File: config.mk
export PLATFORM = sky130hd
export DESIGN_NAME = fifo_rd_unpack
export DESIGN_NICKNAME = d
export VERILOG_FILES = /design/src/rtl/fifo_rd_unpack_pkg.sv /design/src/rtl/fifo_rd_unpack.sv
export SDC_FILE = /design/constraint.sdc
export NUM_CORES = 1
export LEC_CHECK = 0
export ABC_CLOCK_PERIOD_IN_PS = 2500
export BUFFER_PORTS_ARGS = -buffer_cell sky130_fd_sc_hd__buf_4
export CORE_MARGIN = 4
export CORE_UTILIZATION = 54
export CTS_BUF_LIST = sky130_fd_sc_hd__clkbuf_16
export DETAILED_ROUTE_END_ITERATION = 6
export PLACE_DENSITY_LB_ADDON = 0.05
export REMOVE_ABC_BUFFERS = 1
export SLEW_MARGIN = 20
export SYNTH_ARGS = -nofsm -noshare
export SYNTH_HDL_FRONTEND = slang
export SYNTH_SLANG_ARGS = --single-unit
File: constraint.sdc
create_clock -name clk -period 2.5 [get_ports clk]
set_input_delay 0.125 -clock clk [delete_from_list [all_inputs] [get_ports clk]]
set_output_delay 0.125 -clock clk [all_outputs]
set_load 0.02 [all_outputs]
File: src/rtl/fifo_rd_unpack_pkg.sv
// Shared definitions for the FIFO read-side unpacker: prefetch buffer states
// and a width helper for the beat counter.
package fifo_rd_unpack_pkg;

  // Occupancy of the two-word prefetch buffer (cur, nxt).
  typedef enum logic [1:0] {
    ST_EMPTY = 2'd0,
    ST_ONE   = 2'd1,
    ST_TWO   = 2'd2
  } state_t;

  // Bits needed to count 0..n-1, never less than one so a RATIO of 1 still
  // gets a real (constant-zero) counter register.
  function automatic int clog2_min1(input int n);
    int r;
    r = 0;
    while ((1 << r) < n) r++;
    return (r < 1) ? 1 : r;
  endfunction

endpackage

File: src/rtl/fifo_rd_unpack.sv
// Drains a show-ahead FIFO read port and emits each W-bit word as RATIO
// narrower beats (LSB slice first) on a valid/ready stream.
module fifo_rd_unpack
  import fifo_rd_unpack_pkg::*;
#(
  parameter int W     = 8,
  parameter int RATIO = 4
) (
  input  logic            clk,
  input  logic            reset_n,
  input  logic            fifo_empty,
  output logic            fifo_rd_en,
  input  logic [W-1:0]    fifo_rd_data,
  output logic            m_valid,
  input  logic            m_ready,
  output logic [W/RATIO-1:0] m_data,
  output logic            m_last,
  output logic            busy
);

  localparam int OW = W / RATIO;
  localparam int BW = clog2_min1(RATIO);
  localparam logic [BW-1:0] LAST_BEAT = BW'(RATIO - 1);

  if ((RATIO < 1) || (RATIO > 16) || ((W % RATIO) != 0)) begin : g_bad_params
    $error("fifo_rd_unpack: W must be a multiple of RATIO and RATIO in 1..16");
  end

  state_t        state;
  logic [BW-1:0] beat;
  logic [W-1:0]  cur;
  logic [W-1:0]  nxt;
  logic          rst_done;

  logic load;
  logic xfer;
  logic retire;

  // Popping depends only on registered state, never on m_ready, so the sink's
  // ready has no combinational path back into the FIFO.
  assign fifo_rd_en = rst_done && !fifo_empty && (state != ST_TWO);
  assign load       = fifo_rd_en;

  assign m_valid = (state != ST_EMPTY);
  assign busy    = (state != ST_EMPTY);
  assign xfer    = m_valid && m_ready;
  assign retire  = xfer && (beat == LAST_BEAT);

  assign m_data = cur[int'(beat)*OW +: OW];
  assign m_last = m_valid && (beat == LAST_BEAT);

  // NOTE: state lives in always_ff with non-blocking assignments only, so every
  // register samples pre-edge values regardless of statement order.
  // The data registers are reset too, which makes m_data read zero out of reset.
  always_ff @(posedge clk or negedge reset_n) begin
    if (!reset_n) begin
      state    <= ST_EMPTY;
      beat     <= '0;
      cur      <= '0;
      nxt      <= '0;
      rst_done <= 1'b0;
    end else begin
      rst_done <= 1'b1;

      if (xfer) begin
        beat <= retire ? '0 : beat + 1'b1;
      end

      case (state)
        ST_EMPTY: begin
          if (load) begin
            state <= ST_ONE;
            cur   <= fifo_rd_data;
          end
        end
        ST_ONE: begin
          if (load && !retire) begin
            state <= ST_TWO;
            nxt   <= fifo_rd_data;
          end else if (load && retire) begin
            cur <= fifo_rd_data;
          end else if (retire) begin
            state <= ST_EMPTY;
          end
        end
        ST_TWO: begin
          // No pop is possible here, so the only move is promoting nxt.
          if (retire) begin
            state <= ST_ONE;
            cur   <= nxt;
          end
        end
        default: state <= ST_EMPTY;
      endcase
    end
  end

  a_no_underflow: assert property (@(posedge clk) disable iff (!reset_n)
    !(fifo_rd_en && fifo_empty));

  a_stream_hold: assert property (@(posedge clk) disable iff (!reset_n)
    (m_valid && !m_ready) |=> (m_valid && $stable(m_data) && $stable(m_last)));

endmodule
==> flow_metrics.py <==
metrics = {
    "outcome": {
        "outcome": "finished, final reports clean",
    },
    "grt": {
        "antenna_found_initial": 0,
        "grt_pass1_wl_mm": 3.01,
        "grt_overflow": 0,
        "grt_pass1_vias": 671,
        "grt_use_total": 0.156,
        "grt_max_degree": 22,
    },
    "placement": {
        "placed_cells": 109,
        "dp_hpwl_mm": 1.27,
        "port_buffers": 17,
        "dp_slack_ns": 0.391,
        "dpl_cell_area_um2": 1190,
        "gp_congestion": 0.723,
    },
    "detailed_routing": {
        "first_pass_iters": 2,
        "ant_nets": 0,
        "routed-via-count": 593,
        "wl_per_cell_um": 15.6,
        "drtIter0Drc": 10,
        "vias_per_cell": 5.20,
        "drc": 0,
        "wl_mm": 1.78,
    },
    "finish": {
        "fin_area_um2": 1280,
        "final_cell_mix": "21 x dfrtp_1, 17 x mux2_2, 17 x buf_4",
        "area_growth_pct": 21.3,
        "diodes": 0,
        "fin_nets": 103,
        "final_common_cell": "dfrtp_1",
        "drive_gt1_frac": 0.584,
        "final_cells": 114,
    },
    "synth": {
        "synth_top_area_share": 0.496,
        "synthTopCellsByArea": "dfrtp_1 50%, mux2_2 18%, mux2_4 11%",
        "synth-seq-area-share": 0.496,
        "yosys.cell_types.count": 23,
        "avgSynthCellArea_um2": 15.1,
        "yosys_warnings": 0,
        "syn_area_um2": 1060,
        "yosys_register_bits": 21,
        "synth_largest_area_cell": "dfrtp_1",
        "synth_cells": 70,
    },
    "die": {
        "start_util": 0.594,
        "dieArea_um2": 2730,
        "core-area_um2": 1780,
        "rows": 15,
        "die_h_um": 52.3,
        "die_x_um": 52.3,
        "io-pin-count": 18,
    },
    "timing": {
        "slew_viol_final": 0,
        "setup_viol": 0,
        "fin_crit_sh": 0.840,
        "report.final.hold_viol_count": 0,
        "rsz0062_at_grt": "no",
        "maxSlewHeadroom": 0.632,
        "fin_crit_ns": 2.10,
        "layout_setup_ws_ns": 0.401,
        "tightest_slew_ns": 0.551,
        "fmax_mhz": 476,
        "fin_worst_skew_ns": 0.00443,
        "finalSetupTns_ns": 0,
    },
    "critical_path": {
        "cp_max_fo": 9,
        "critPathLaunchType": "register",
        "required_ns": 2.63,
        "arrival_ns": 2.23,
        "worstSetupPathType": "register to register",
        "crit_path_end_kind": "register",
        "r2r_setup_slack_ns": 0.40,
    },
    "clock_network": {
        "cts_inserted_buffers": 3,
        "postCtsSetupBuffers": 0,
        "h-tree-depth": 1,
        "clk_path_buf_depth": 2,
        "cts.sinks": 21,
        "cts_resized": 0,
        "clkLatencyLatePin_ns": 0.25,
        "cts_tree": "done",
        "root_buffer": "clkbuf_16",
        "clkSlewWorstSetupHoldPaths_ns": 0.06,
    },
    "run": {
        "cap_violations": 0,
    },
    "power_and_ir_drop": {
        "ir_drop_v": 0.000805,
        "power_mw": 1.69,
        "powerDensity_nw_per_um2": 1310,
        "p_leak_nw": 0.599,
    },
    "hold_path": {
        "hold_path.class": "input pin to register",
    },
}
sequential cells by signal, indices dropped and copies added (netlist names):
name	flops
cur	8
nxt	8
beat	2
state	2
rst_done	1
Yosys cell counts, drive strengths merged:
library cell	instances
ha	1
and2b	1
mux2	25
xor2	1
dfrtp	21
nor3	1
buf	3
nand2	3
nor2	1
and2	1
or3b	1
o21ai	1
conb	1
or2	1
o32ai	1
o22ai	1
nand2b	2
a21o	1
a21boi	1
mux4	2
layer usage:
layer | up-vias | part of all wire | global-route usage
li1 | 289 | - | -
met1 | 290 | 0.44 | 0.189
met2 | 10 | 0.50 | 0.253
met3 | 4 | 0.035 | 0.0399
met4 | 0 | 0.020 | 0.0809
met5 | - | 0 | 0
per-stage QoR:
| stage | utilization | hold slack, ns |
|---|---|---|
| after detailed placement | 0.669 | 0.0219 |
| final | 0.720 | 0.110 |
| after CTS | 0.720 | 0.107 |
| after floorplan | - | -0.171 |
| after global routing | 0.720 | 0.115 |
| after global placement | 0.669 | 0.0209 |
path summary, 6_finish.rpt:
| kind | from | end | cells after the start |
|---|---|---|---|
| hold reg to reg | nxt[4]$_DFFE_PN0P_ | nxt[4]$_DFFE_PN0P_ | 1 |
| min in group asynchronous | reset_n | cur[3]$_DFFE_PN0P_ | 2 |
| setup / recovery | beat[0]$_DFFE_PN0P_ | nxt[7]$_DFFE_PN0P_ | 4 |
| setup reg to reg | beat[0]$_DFFE_PN0P_ | nxt[7]$_DFFE_PN0P_ | 4 |
| max in group asynchronous | reset_n | rst_done$_DFF_PN0_ | 2 |
| hold / removal | fifo_rd_data[1] | nxt[1]$_DFFE_PN0P_ | 2 |
report_power, final:
part           internal, mW  leakage [nW]  total [mW]  switching (mW)
clock                 0.214        0.0409       0.331           0.116
combinational         0.433         0.305       0.727           0.294
sequential            0.507         0.252       0.629           0.122
area by class of cell:
type                    count  area [um2]
well taps                  25        31.3
flip-flops and latches     21         526
clock inverters             1        5.00
clock buffers               3        75.1
repair buffers             18         138
fillers                   124         499
multi-input cells          46         509
worst max-delay path: stages, from the launching register on:
cell and delay, ns:
dfrtp_1 0.44, ha_1 0.30, a21boi_4 0.23, or3b_1 0.62, mux2_4 0.39
kinds of logic (layout without fill, tap and decap cells):
kind of cell               Yosys count  count (layout)  share of synthesized area
adders and majority gates            1               1                     0.0118
xor gates and xnor gates             1               1                    0.00828
other                                1               1                    0.00354
muxes                               27              27                      0.337
AOI/OAI and AO/OA                    5               5                     0.0615
buffers and inverters                3              22                     0.0225
DFF                                 21              21                      0.496
and+or+nand+nor                     11              11                     0.0591
timing repair:
| item | 4_1_cts | 5_1_grt |
|---|---|---|
| endpoints found under the setup margin | 0 | 0 |
| hold endpoints to repair | 21 | 0 |
| hold buffers | 1 | 0 |
(Power assumes the default switching activity.)
